## src/rtl/lfsr_share_ctrl_pkg.sv

```systemverilog
// rtl/lfsr_share_ctrl_pkg.sv - shared types, limits and tap table for lfsr_share_ctrl
package lfsr_pkg;

  localparam int MAX_WIDTH = 16;
  localparam int MAX_REQ   = 8;

  typedef enum logic [1:0] {
    IDLE  = 2'd0,
    ISSUE = 2'd1,
    SEED  = 2'd2
  } share_state_t;

  // Primitive feedback taps, bit i-1 set for tap i; the MSB tap is always present.
  function automatic logic [MAX_WIDTH-1:0] lfsr_taps(input int w);
    case (w)
      3:       return 16'h0006;
      4:       return 16'h000C;
      5:       return 16'h0014;
      6:       return 16'h0030;
      7:       return 16'h0060;
      8:       return 16'h00B8;
      9:       return 16'h0110;
      10:      return 16'h0240;
      11:      return 16'h0500;
      12:      return 16'h0829;
      13:      return 16'h100D;
      14:      return 16'h2015;
      15:      return 16'h6000;
      default: return 16'hD008;
    endcase
  endfunction

endpackage

```

## src/rtl/lfsr_share_ctrl_core.sv

```systemverilog
// rtl/lfsr_share_ctrl_core.sv - zero-inclusive full-period LFSR (de Bruijn sequence)
module lfsr_core
  import lfsr_pkg::*;
#(
  parameter int WIDTH = 8
) (
  input  logic             clk,
  input  logic             rst,
  input  logic             en,
  input  logic             load,
  input  logic [WIDTH-1:0] load_val,
  output logic [WIDTH-1:0] state
);

  localparam logic [MAX_WIDTH-1:0] TAPS_FULL = lfsr_taps(WIDTH);
  localparam logic [WIDTH-1:0]     TAPS      = TAPS_FULL[WIDTH-1:0];

  logic fb;
  logic [WIDTH-1:0] nxt;

  // Inverting feedback when the low bits are all zero splices the all-zero state
  // between 100..0 and 00..01, stretching the period to 2^WIDTH.
  always_comb begin
    fb  = (^(state & TAPS)) ^ (state[WIDTH-2:0] == '0);
    nxt = {state[WIDTH-2:0], fb};
  end

  always_ff @(posedge clk) begin
    if (rst)       state <= '0;
    else if (load) state <= load_val;
    else if (en)   state <= nxt;
  end

endmodule

```

## src/rtl/lfsr_share_ctrl.sv

```systemverilog
// rtl/lfsr_share_ctrl.sv - round-robin sharing of one LFSR word source between requesters
// Optional wait-time checker enabled by LFSR_SHARE_STARVE_CHK_EN (adds starve_err).
module lfsr_share_ctrl
  import lfsr_pkg::*;
#(
  parameter int WIDTH   = 8,
  parameter int NUM_REQ = 4
) (
  input  logic               clk,
  input  logic               rst,
  input  logic [NUM_REQ-1:0] req,
  output logic [NUM_REQ-1:0] gnt,
  output logic [WIDTH-1:0]   rnd_out,
  input  logic               seed_load,
  input  logic [WIDTH-1:0]   seed,
  output logic               period_wrap,
  output logic               busy
`ifdef LFSR_SHARE_STARVE_CHK_EN
  ,
  output logic               starve_err
`endif
);

  localparam int PW = $clog2(NUM_REQ);

  share_state_t     fsm;
  logic [PW-1:0]    ptr;
  logic [WIDTH-1:0] adv_cnt;
  logic [WIDTH-1:0] lfsr_state;
  logic             found;
  logic [PW-1:0]    win_idx;
  logic [PW-1:0]    cidx;
  int               cand;

  lfsr_core #(.WIDTH(WIDTH)) u_core (
    .clk      (clk),
    .rst      (rst),
    .en       (found & ~seed_load),
    .load     (seed_load),
    .load_val (seed),
    .state    (lfsr_state)
  );

  // Search begins just past the last winner so a held request cannot lock others out.
  always_comb begin
    found   = 1'b0;
    win_idx = ptr;
    cand    = 0;
    cidx    = '0;
    for (int i = 1; i <= NUM_REQ; i++) begin
      cand = (int'(ptr) + i) % NUM_REQ;
      cidx = PW'(cand);
      if (!found && req[cidx]) begin
        found   = 1'b1;
        win_idx = cidx;
      end
    end
  end

  always_ff @(posedge clk) begin
    if (rst) begin
      fsm         <= IDLE;
      ptr         <= PW'(NUM_REQ - 1);
      gnt         <= '0;
      rnd_out     <= '0;
      period_wrap <= 1'b0;
      adv_cnt     <= '0;
    end else if (seed_load) begin
      fsm         <= SEED;
      gnt         <= '0;
      rnd_out     <= '0;
      period_wrap <= 1'b0;
      adv_cnt     <= '0;
    end else if (found) begin
      fsm         <= ISSUE;
      gnt         <= NUM_REQ'(1) << win_idx;
      rnd_out     <= lfsr_state;
      ptr         <= win_idx;
      period_wrap <= (adv_cnt == '1);
      adv_cnt     <= adv_cnt + 1'b1;
    end else begin
      fsm         <= IDLE;
      gnt         <= '0;
      rnd_out     <= '0;
      period_wrap <= 1'b0;
    end
  end

  assign busy = (gnt != '0) | (fsm == SEED);

`ifdef LFSR_SHARE_STARVE_CHK_EN
  localparam int CW = $clog2(NUM_REQ) + 1;

  logic [CW-1:0] wait_cnt [NUM_REQ];

  always_ff @(posedge clk) begin
    if (rst) begin
      starve_err <= 1'b0;
      for (int i = 0; i < NUM_REQ; i++) wait_cnt[i] <= '0;
    end else begin
      for (int i = 0; i < NUM_REQ; i++) begin
        if (found && !seed_load && win_idx == PW'(i)) wait_cnt[i] <= '0;
        else if (req[i] && wait_cnt[i] != '1)         wait_cnt[i] <= wait_cnt[i] + 1'b1;
        if (wait_cnt[i] > CW'(NUM_REQ)) starve_err <= 1'b1;
      end
    end
  end
`endif

endmodule
```

## config.mk

```make
export PLATFORM = sky130hd
export DESIGN_NAME = lfsr_share_ctrl
export DESIGN_NICKNAME = d
export VERILOG_FILES = /design/src/rtl/lfsr_share_ctrl_pkg.sv /design/src/rtl/lfsr_share_ctrl_core.sv /design/src/rtl/lfsr_share_ctrl.sv
export SDC_FILE = /design/constraint.sdc
export NUM_CORES = 1
export LEC_CHECK = 0
export ABC_AREA = 1
export CELL_PAD_IN_SITES_DETAIL_PLACEMENT = 2
export CELL_PAD_IN_SITES_GLOBAL_PLACEMENT = 2
export CORE_MARGIN = 10
export CORE_UTILIZATION = 33
export CTS_BUF_LIST = sky130_fd_sc_hd__clkbuf_4
export DETAILED_ROUTE_END_ITERATION = 16
export PLACE_DENSITY = 0.93
export SLEW_MARGIN = 10
export SYNTH_ARGS = -nofsm -noshare
export SYNTH_HDL_FRONTEND = slang
export SYNTH_HIERARCHICAL = 1
export SYNTH_SLANG_ARGS = --single-unit
```

## constraint.sdc

```tcl
create_clock -name clk -period 2.65 [get_ports clk]
set_input_delay 0.265 -clock clk [delete_from_list [all_inputs] [get_ports clk]]
set_output_delay 0.265 -clock clk [all_outputs]
set_load 0.005 [all_outputs]
```

Word-level counts from Yosys, hierarchy flattened
Index checks and enable logic that the tools add are counted.

Register bits: 33. Input bits: 15. Logic and storage cells: 58.

Add/sub/neg operators: 5. Magnitude comparators: 4. Equal/unequal tests: 2. Shifts and indexed selects: 1. Multiplexer cells: 20. Bitwise gates (word level): 5. Reductions and logical operators: 13.

Operators by type and width (count): $mux 8 (2); $lt 2x3->1 const B (4); $mux 2 (5); $mux 1 (9); $add 8x1->8 const B (1); $bmux 1 s2 (4); $eq 8x8->1 const B (1); $reduce_xor 8->1 (1); $logic_not 7->1 (1); $add 2x1->2 const B (2); $add 2x2->2 const B (2); $reduce_bool 4->1 (1); $shl 1x2->4 const A (1); $logic_and 1x1->1 (3); $logic_not 1->1 (3); $reduce_or 3->1 (1); $eq 2x2->1 const B (1); $not 1->1 (2); $reduce_and 2->1 (1); $reduce_bool 2->1 (1); $reduce_or 2->1 (1); $and 1x1->1 (1); $or 1x1->1 (1); $xor 1x1->1 (1).

Longest topological paths before layout
Depth after elaboration: 16. Gate-level depth with buffers: 15. Depth with buffers taken out: 14.

Hierarchy
Netlist, hierarchy kept.

By module, submodules not included: lfsr_share_ctrl (instances 1, cells an instance 177, area each 1272.5 um^2); lfsr_core (instances 1, cells an instance 76, area each 514.2 um^2).

Worst setup path before layout
OpenSTA, ideal clock, no wires.

Kind: flip-flop to flip-flop. Start point: reg ptr[0]. End point: reg u_core.state[0]. Library setup time: 117 ps. Arrival time: 1508 ps. Path slack: 1024 ps. Cell stages (with the launch flop): 16. Path buffers: 1. Period minus slack after synthesis: 1626 ps. Path through: dfxtp_1 buf_6 inv_6 nand2_2 nand2_2 nand2_1 nand2_2 inv_2 nand3_4 nand2_1 inv_1 inv_2 nand2_4 inv_2 a22oi_2 a21oi_2.

Cells in the longest elaborated chain, start to end: 15. Elaborated cells between the ends (all ways): 24. Those cells by class: add/sub (4); mux (12); bitwise (1); reduce/logical (7).

Ends and longest elaborated chain: start, declared (RTL line lfsr_share_ctrl.sv:27) `logic [PW-1:0] ptr;`; start signal, assigned (RTL line lfsr_share_ctrl.sv:63) `ptr <= PW'(NUM_REQ - 1);`; start signal, assigned (RTL line lfsr_share_ctrl.sv:78) `ptr <= win_idx;`; $add 2x1->2 (RTL line lfsr_share_ctrl.sv:51) `cand = (int'(ptr) + i) % NUM_REQ;`; $bmux 1 s2 (RTL line lfsr_share_ctrl.sv:53) `if (!found && req[cidx]) begin`; $mux 1 (implied by the code) (RTL line lfsr_share_ctrl.sv:53); $mux 1 (RTL line lfsr_share_ctrl.sv:53); $logic_not 1->1 (RTL line lfsr_share_ctrl.sv:53); $logic_and 1x1->1 (RTL line lfsr_share_ctrl.sv:53); $mux 1 (RTL line lfsr_share_ctrl.sv:53); $logic_not 1->1 (RTL line lfsr_share_ctrl.sv:53); $logic_and 1x1->1 (RTL line lfsr_share_ctrl.sv:53); $mux 1 (RTL line lfsr_share_ctrl.sv:53); $logic_not 1->1 (RTL line lfsr_share_ctrl.sv:53); $logic_and 1x1->1 (RTL line lfsr_share_ctrl.sv:53); $mux 1 * (RTL line lfsr_share_ctrl.sv:53); $and 1x1->1 * (RTL line lfsr_share_ctrl.sv:38) `.en (found & ~seed_load),`; $reduce_bool 2->1 (no line) *; end signal, assigned (RTL line lfsr_share_ctrl_core.sv:30) `else if (load) state <= load_val;`; end signal, assigned (RTL line lfsr_share_ctrl_core.sv:31) `else if (en) state <= nxt;`; end, declared (RTL line lfsr_share_ctrl_core.sv:12) `output logic [WIDTH-1:0] state`.

Mark *: on every way between the ends. The rest lies on a longest branch, timed or not. The select of a mux whose other input is x is not followed. A chain may end at the register's enable or synchronous reset.

Final worst setup path
Start point: reg ptr[0]. End point: reg u_core.state[3].

Same word-level chain as after synthesis.

==> impl_metrics.py <==
metrics = {
    "cts": {
        "hold_buffers": 0,
        "tritoncts": "built",
        "h-tree-depth": 2,
        "numClockSinks": 33,
        "postCtsSetupBuffers": 0,
        "max-clock-path-buffers": 2,
        "cts_resized": 0,
        "clk_pin_slew_ns": 0.12,
        "clockRootBuffer": "clkbuf_4",
        "cts_buffers": 5,
        "clkLatencyLatePin_ns": 0.35,
    },
    "global_route": {
        "overflow": 0,
        "grt_pass1_wl_um": 9980,
        "grt_pass1_vias": 1975,
        "use_met2_pct": 24.5,
        "grt_use_met3_pct": 2.88,
        "grt_use_met1_pct": 16.5,
        "grt_busiest_layer": "met2",
        "grt_antenna_before_repair": 0,
        "grt_max_degree": 16,
        "grtUsageTotal_pct": 14.3,
    },
    "yosys": {
        "synth_area_um2": 1790,
        "avgSynthCellArea_um2": 7.06,
        "ys_seq_area_share_pct": 37.0,
        "yosys_warnings": 6,
        "synth-seq-cells": 33,
        "syn_nets": 270,
        "ys_types": 28,
        "syn-instance-count": 253,
    },
    "routing": {
        "ant_nets": 0,
        "post-route-drc-count": 0,
        "vias_per_cell": 4.89,
        "drt_pass1_iterations": 4,
        "via_count": 1742,
        "drt_iter0_markers": 28,
        "drt_wl_total_um": 5830,
        "wire_per_inst_um": 16.4,
    },
    "die": {
        "boundaryPins": 29,
        "die_h_um": 93.6,
        "fp.dieW_um": 93.6,
        "start_util_pct": 34.5,
        "rows": 26,
        "dieArea_um2": 8760,
        "core_area_um2": 5170,
    },
    "setup_path": {
        "cp_data_required_time_ns": 2.88,
        "max_stage_delay_ns": 0.66,
        "critical_path_arrival_ns": 2.51,
        "worst_path_most_repeated_cell": "nand2_1",
        "crit_chain": "inv_6 > nand2_1 > nand2_1 > nand2_1 > nand2_1 > nand3_4 > nand2_1 > inv_1 > inv_2 > nand2_4 > o21ai_1 > o21ai_1 > inv_1",
        "start_kind": "flip-flop",
        "crit_type": "flip-flop to flip-flop",
        "crit_path_max_fanout": 15,
        "endpoint_kind": "flip-flop",
        "crit_path_top_delay_cell": "dfxtp_1",
    },
    "cells_and_area": {
        "utilization_pct": 42.0,
        "nets": 302,
        "syn_to_final_growth_pct": 21.6,
        "layout.cells.non_filler": 356,
        "diodes": 0,
        "drive_gt1_share_pct": 15.4,
    },
    "hold_path": {
        "hold_class": "flip-flop to flip-flop",
    },
    "run": {
        "cap_violations": 0,
    },
    "timing": {
        "slew_headroom_pct": 65.3,
        "worst_pin_slew_ns": 0.520,
        "fmax_mhz": 438,
        "setup_slack_ns": 0.367,
        "finalSetupViolCount": 0,
        "min_period_over_period_pct": 86.1,
        "period_minus_slack_ns": 2.28,
        "drv_slew": 0,
        "rsz0062_at_grt": "no",
        "tns_ns": 0,
        "hold_viol_final": 0,
        "holdWs_ns": 0.475,
        "clock_skew_ns": 0.0137,
    },
    "place": {
        "gp_congestion": 0.789,
        "hpwl_um": 4660,
        "numPortBuffers": 28,
        "placedCellCount": 348,
        "dp_slack_ns": 0.294,
    },
    "power": {
        "max-vdd-ir-drop_v": 0.000265,
        "p_leak_nw": 0.997,
        "power_density_nw_per_um2": 861,
    },
    "run_status": {
        "outcome": "finished clean",
    },
}
## registers in the layout (all words and copies together) (netlist names)
signal        cells
u_core/state      8
rnd_out           8
adv_cnt           8
ptr               2
period_wrap       1
fsm               2
gnt               4
## layout make-up
cell class              count  area, um2
well taps                  70       87.6
multi-input cells         168        882
clock buffers               5       37.5
repair buffers             30        295
fillers                   602       3000
inverters                  47        191
flip-flops and latches     33        661
clock inverters             3       17.5
## synth_stat cells, drive strengths merged
cell type | n | share of area [%]
nor2 | 32 | 7.6
buf | 5 | 2.9
nor3 | 1 | 0.28
o21ai | 14 | 3.9
o221ai | 1 | 0.84
nand4 | 7 | 2.5
a22oi | 2 | 1.4
nand2 | 76 | 20
xnor2 | 2 | 0.98
inv | 47 | 11
nor4 | 1 | 0.35
nand3 | 17 | 6.0
xor2 | 1 | 0.49
ha | 2 | 1.4
dfxtp | 33 | 37
a21oi | 12 | 3.6
## metal layers
metal / share of wire, % / vias to the layer above
met2: 50 / 32
met5: 0 / -
li1: - / 846
met1: 43 / 848
met4: 3.7 / 0
met3: 2.6 / 16
## critical path, delay by kind of cell, from the launching register on
family                 cells  cell delay, ns
DFF                        1            0.66
buffers and inverters      4            0.42
and+or+nand+nor            7            0.90
AOI/OAI and AO/OA          2            0.21
## layout by cell type, fill, tap and decap left out, types with 2 or more instances in the layout
| cell | instances |
|---|---|
| nor2_1 | 31 |
| ha_1 | 2 |
| buf_4 | 2 |
| nand3_2 | 2 |
| o21ai_1 | 12 |
| nand3_1 | 14 |
| o21ai_0 | 2 |
| xnor2_1 | 2 |
| dfxtp_1 | 33 |
| nand4_1 | 7 |
| a22oi_2 | 2 |
| clkinv_2 | 2 |
| inv_2 | 4 |
| inv_1 | 40 |
| clkdlybuf4s50_1 | 28 |
| nand2_4 | 5 |
| clkbuf_4 | 5 |
| nand2_2 | 14 |
| nand2_1 | 57 |
| a21oi_1 | 11 |
## stage by stage
stage               cell area, um2  power (mW)
floorplan                     1790        1.33
global placement              2120        1.52
detailed placement            2120        1.60
CTS                           2170        1.90
global route                  2170        2.05
finish                        2170        1.87
## power by group
part / total, mW / leakage, nW / internal, mW / switching [mW]
logic: 0.948 / 0.696 / 0.326 / 0.623
clock network: 0.288 / 0.0310 / 0.100 / 0.188
registers: 0.634 / 0.269 / 0.552 / 0.0827
total: 1.87 / 0.997 / 0.977 / 0.894
## worst paths after layout
kind,startpoint,end,slack [ns],cells past startpoint
max reg2reg,ptr[0],u_core/state[3],0.37,13
min reg2reg,u_core/state[5],rnd_out[5],0.48,2
min,u_core/state[5],rnd_out[5],0.48,2
max,ptr[0],u_core/state[3],0.37,13
## cells by family after synthesis
| logic type | after synthesis | share of synthesized area [%] |
|---|---|---|
| AND/OR/NAND/NOR | 134 | 36.8 |
| buffers and inverters | 52 | 13.7 |
| flip-flops | 33 | 37.0 |
| AO/OA/AOI/OAI | 29 | 9.73 |
| XOR/XNOR | 3 | 1.47 |
| adder cells (fa/ha/maj) | 2 | 1.40 |
Note: power is estimated with default switching activity, not from simulation.
==> edit 1 (same settings) <==
Add a define of `LFSR_SHARE_STARVE_CHK_EN`.
--- a/src/rtl/lfsr_share_ctrl.sv
+++ b/src/rtl/lfsr_share_ctrl.sv
@@ -2,2 +2,4 @@
 // Optional wait-time checker enabled by LFSR_SHARE_STARVE_CHK_EN (adds starve_err).
+`define LFSR_SHARE_STARVE_CHK_EN
+
 module lfsr_share_ctrl
Behaviour (old outputs only; new: starve_err): unchanged (Yosys induction, for registers that start in step).
==> edit 1 against the unedited design <==
  * Routed wire length is 20% higher
  * Sequential share of layout area is 4.7 points higher
  * Fmax is 6.7% higher
  * Cell count is 30% higher
  * Design area is 37% higher
  * Sequential cell count is 13 higher
  * Synthesized area is 40% higher
  * Setup slack better by 140 ps
  * Power is 36% higher
  * Critical endpoint is now wait_cnt[3][0]$_SDFFCE_PN0P_
  * Largest power group unchanged
==> edit 1: results (changes against the unedited design) <==
[outcome]
status=finished clean

[route]
wl_met2_um=3700  ; +26%
route.met3.wl_um=153  ; +1.3%
m1WireLength_um=3080  ; +21%
drt-initial-drc-count=82  ; +190%
vias_per_cell=4.65  ; -5.0%
wl_per_cell_um=15.1  ; -7.7%

[final_layout]
n_all_buffers=32  ; +6.7%
seq_area_share_pct=35.1  ; +4.7 points
inverters=72  ; +53%
clk_share_pct=1.81  ; -0.72 points
final_layout_size_suffix_gt1_share_pct=12.1  ; -3.3 points
nFillCells=870  ; +45%
comb.multi_input.count=206  ; +23%

[global_routing]
grt_use_total_pct=12.8  ; -1.5 points
grt_pass1_vias=2480  ; +26%
use_met1_pct=14.0  ; -2.5 points
met3_usage_pct=2.63  ; -0.24 points
globalRouteMet2Util_pct=24.2  ; -0.31 points

[power]
pwr-share-clk_pct=13.2  ; -2.2 points
ir_drop_v=0.000229  ; -13%
pwr-share-comb_pct=48.7  ; -2.0 points
p_leak_nw=1.38  ; +38%
internal_power_mw=1.40  ; +43%

[placed_design]
gp_congestion=0.813  ; +3.0%
hpwl_um=5810  ; +25%

[timing]
tightest_slew_ps=439  ; -80.6 ps
fin_worst_skew_ps=7.70  ; -5.99 ps

[worst_hold_path]
min_from=u_core/state[4]$_SDFFE_PP0P_

[cts]
clk_latency_ps=370  ; +20 ps
clk_pin_slew_ps=140  ; +20 ps

[logic_synthesis]
synth-xor-area-share_pct=0.350  ; -1.1 points
synth-edff-count=12  ; +12
synth.distinct_cells=34  ; +21%
syn-num-nets=356  ; +32%
synth_commonest_cells=66 x nand2_1, 64 x inv_1, 41 x nor2_1
seq_area_frac_synth_pct=41.6  ; +4.6 points
synth-compound-area-share_pct=8.45  ; -1.3 points
ys_top_cells_by_area=dfxtp_1 27%, edfxtp_1 14%, nand2_1 9.9%, inv_1 9.6%, ha_1 7.0%
synthAdderAreaFrac_pct=7.00  ; +5.6 points

[critical_path]
critPathMaxFanout=7  ; -8
endpoint=wait_cnt[3][0]$_SDFFCE_PN0P_
critPathLaunch=ptr[1]$_SDFFE_PP1P_
rr_worst_depth=12  ; -1
r2r_setup_slack_ps=510  ; +140 ps
arrival_ps=2230  ; -280 ps

==> edit 1: metrics by stage <==
stage	area, um^2	power, mW	hold WS, ps	setup slack (ps)	std cells
finish	2970	2.54	447	511	463
global route	2970	2.77	469	362	463
CTS	2970	2.57	450	523	463
detailed placement	2910	2.23	431	355	455
global placement	2910	2.13	424	477	455
floorplan	2500	1.80	327	912	327
==> edit 1: how the worst min path moves through the flow <==
| stage | cells after the start | to | slack [ps] |
|---|---|---|---|
| 6_report | 2 | rnd_out[4]$_SDFF_PP0_ | 450 |
| 5_1_grt | 2 | rnd_out[5]$_SDFF_PP0_ | 470 |
| 4_1_cts | 2 | rnd_out[5]$_SDFF_PP0_ | 450 |
| 3_5_place_dp | 2 | rnd_out[5]$_SDFF_PP0_ | 430 |
| 3_3_place_gp | 2 | rnd_out[4]$_SDFF_PP0_ | 420 |
| 2_1_floorplan | 1 | u_core/state[0]$_SDFFE_PP0P_ | 330 |
==> edit 2 (same flow settings) <==
Without the edit above. Re-encode `share_state_t` (3 states) as one-hot, 3 bits wide.
--- a/src/rtl/lfsr_share_ctrl_pkg.sv
+++ b/src/rtl/lfsr_share_ctrl_pkg.sv
@@ -6,6 +6,6 @@
 
-  typedef enum logic [1:0] {
-    IDLE  = 2'd0,
-    ISSUE = 2'd1,
-    SEED  = 2'd2
+  typedef enum logic [2:0] {
+    IDLE  = 3'b001,
+    ISSUE = 3'b010,
+    SEED  = 3'b100
   } share_state_t;
Formal check against the unedited RTL: no difference found for any inputs over 10 cycles, from zero or initial values and one cycle with rst high; not proved beyond that.
==> edit 2 against the unedited design <==
  * Sequential cell count up 1
  * Largest power group unchanged
  * Non-clock buffer count up 2
  * Routed wire length up 1.7%
  * Power down 15%
  * Via count up 0.23%
  * Clock power up 3%
  * Design area up 0.86%
  * Synthesized area about the same
  * Critical path depth up 1
  * Setup slack better by 140 ps
  * Cell count up 4.2%
  * Critical endpoint is now u_core/state[1]$_SDFFE_PP0P_
  * Core utilization up 0.36 points
==> edit 2: results (changes against the unedited design) <==
[logic_synthesis]
synth_commonest_cells=80 x nand2_1, 40 x inv_1, 34 x dfxtp_1
ys_top_cells_by_area=dfxtp_1 38%, nand2_1 17%, inv_1 8.4%, nor2_1 5.9%, nand3_1 5.3%
syn-num-nets=283  ; +4.8%
seq_area_frac_synth_pct=38.1  ; +1.1 points

[outcome]
status=finished clean

[final_layout]
fin_cells=371  ; +4.2%
postLayoutCoreUtil_pct=42.4  ; +0.36 points
final_layout_size_suffix_gt1_share_pct=12.3  ; -3.1 points
multi_input_area_share_pct=39.9  ; -0.75 points
flops_and_latches=34  ; +3.0%
fin_nets=317  ; +5.0%

[route]
drt-initial-drc-count=81  ; +190%
wl_um=5930  ; +1.7%
wl_met2_um=3240  ; +10%

[critical_path]
rr_worst_depth=14  ; +1
r2r-start=ptr[1]$_SDFFE_PP1P_
critPathMaxFanout=7  ; -8
cpPeakStageDelay_ps=460  ; -200 ps

[placed_design]
hpwl_um=4760  ; +2.2%
postPlaceCellArea_mm2=0.00214  ; +0.95%
dp_slack_ps=369  ; +75.0 ps
placedCellCount=363  ; +4.3%

[global_routing]
grt_pass1_wl_um=9770  ; -2.1%
globalRouteMet2Util_pct=26.9  ; +2.4 points

[timing]
slew_headroom_pct=77.0  ; +12 points
fin_worst_skew_ps=7.59  ; -6.10 ps

edit 2: cell count changes after synthesis, moves of 3 or more:
cell	change
nor2_1	-3
nand4_1	-5
nand2_1	+23
nand2_2	-6
nand2_4	-3
nand3_1	+5
edit 2: report_power, final:
| group | total [mW] | switching (mW) | internal (mW) |
|---|---|---|---|
| clock | 0.298 | 0.199 | 0.0985 |
| sequential | 0.598 | 0.0389 | 0.559 |
| combinational | 0.695 | 0.448 | 0.247 |
| total | 1.59 | 0.686 | 0.904 |
edit 2: kinds of logic (layout without fill, tap and decap cells):
kind of cell	after synthesis	count (layout)	share of synthesized area [%]
adder cells (fa/ha/maj)	2	2	1.40
AO/OA/AOI/OAI	28	28	9.45
XOR/XNOR	4	4	1.96
buffers and inverters	52	87	13.1
flip-flops	34	34	38.1
AND/OR/NAND/NOR	146	146	36.0
edit 2: critical path: cells and delay by family, from the launching register on:
kind	cells	cell delay [ps]
buffers and inverters	4	400
AO/OA/AOI/OAI	1	160
flip-flops	1	460
AND/OR/NAND/NOR	9	1040
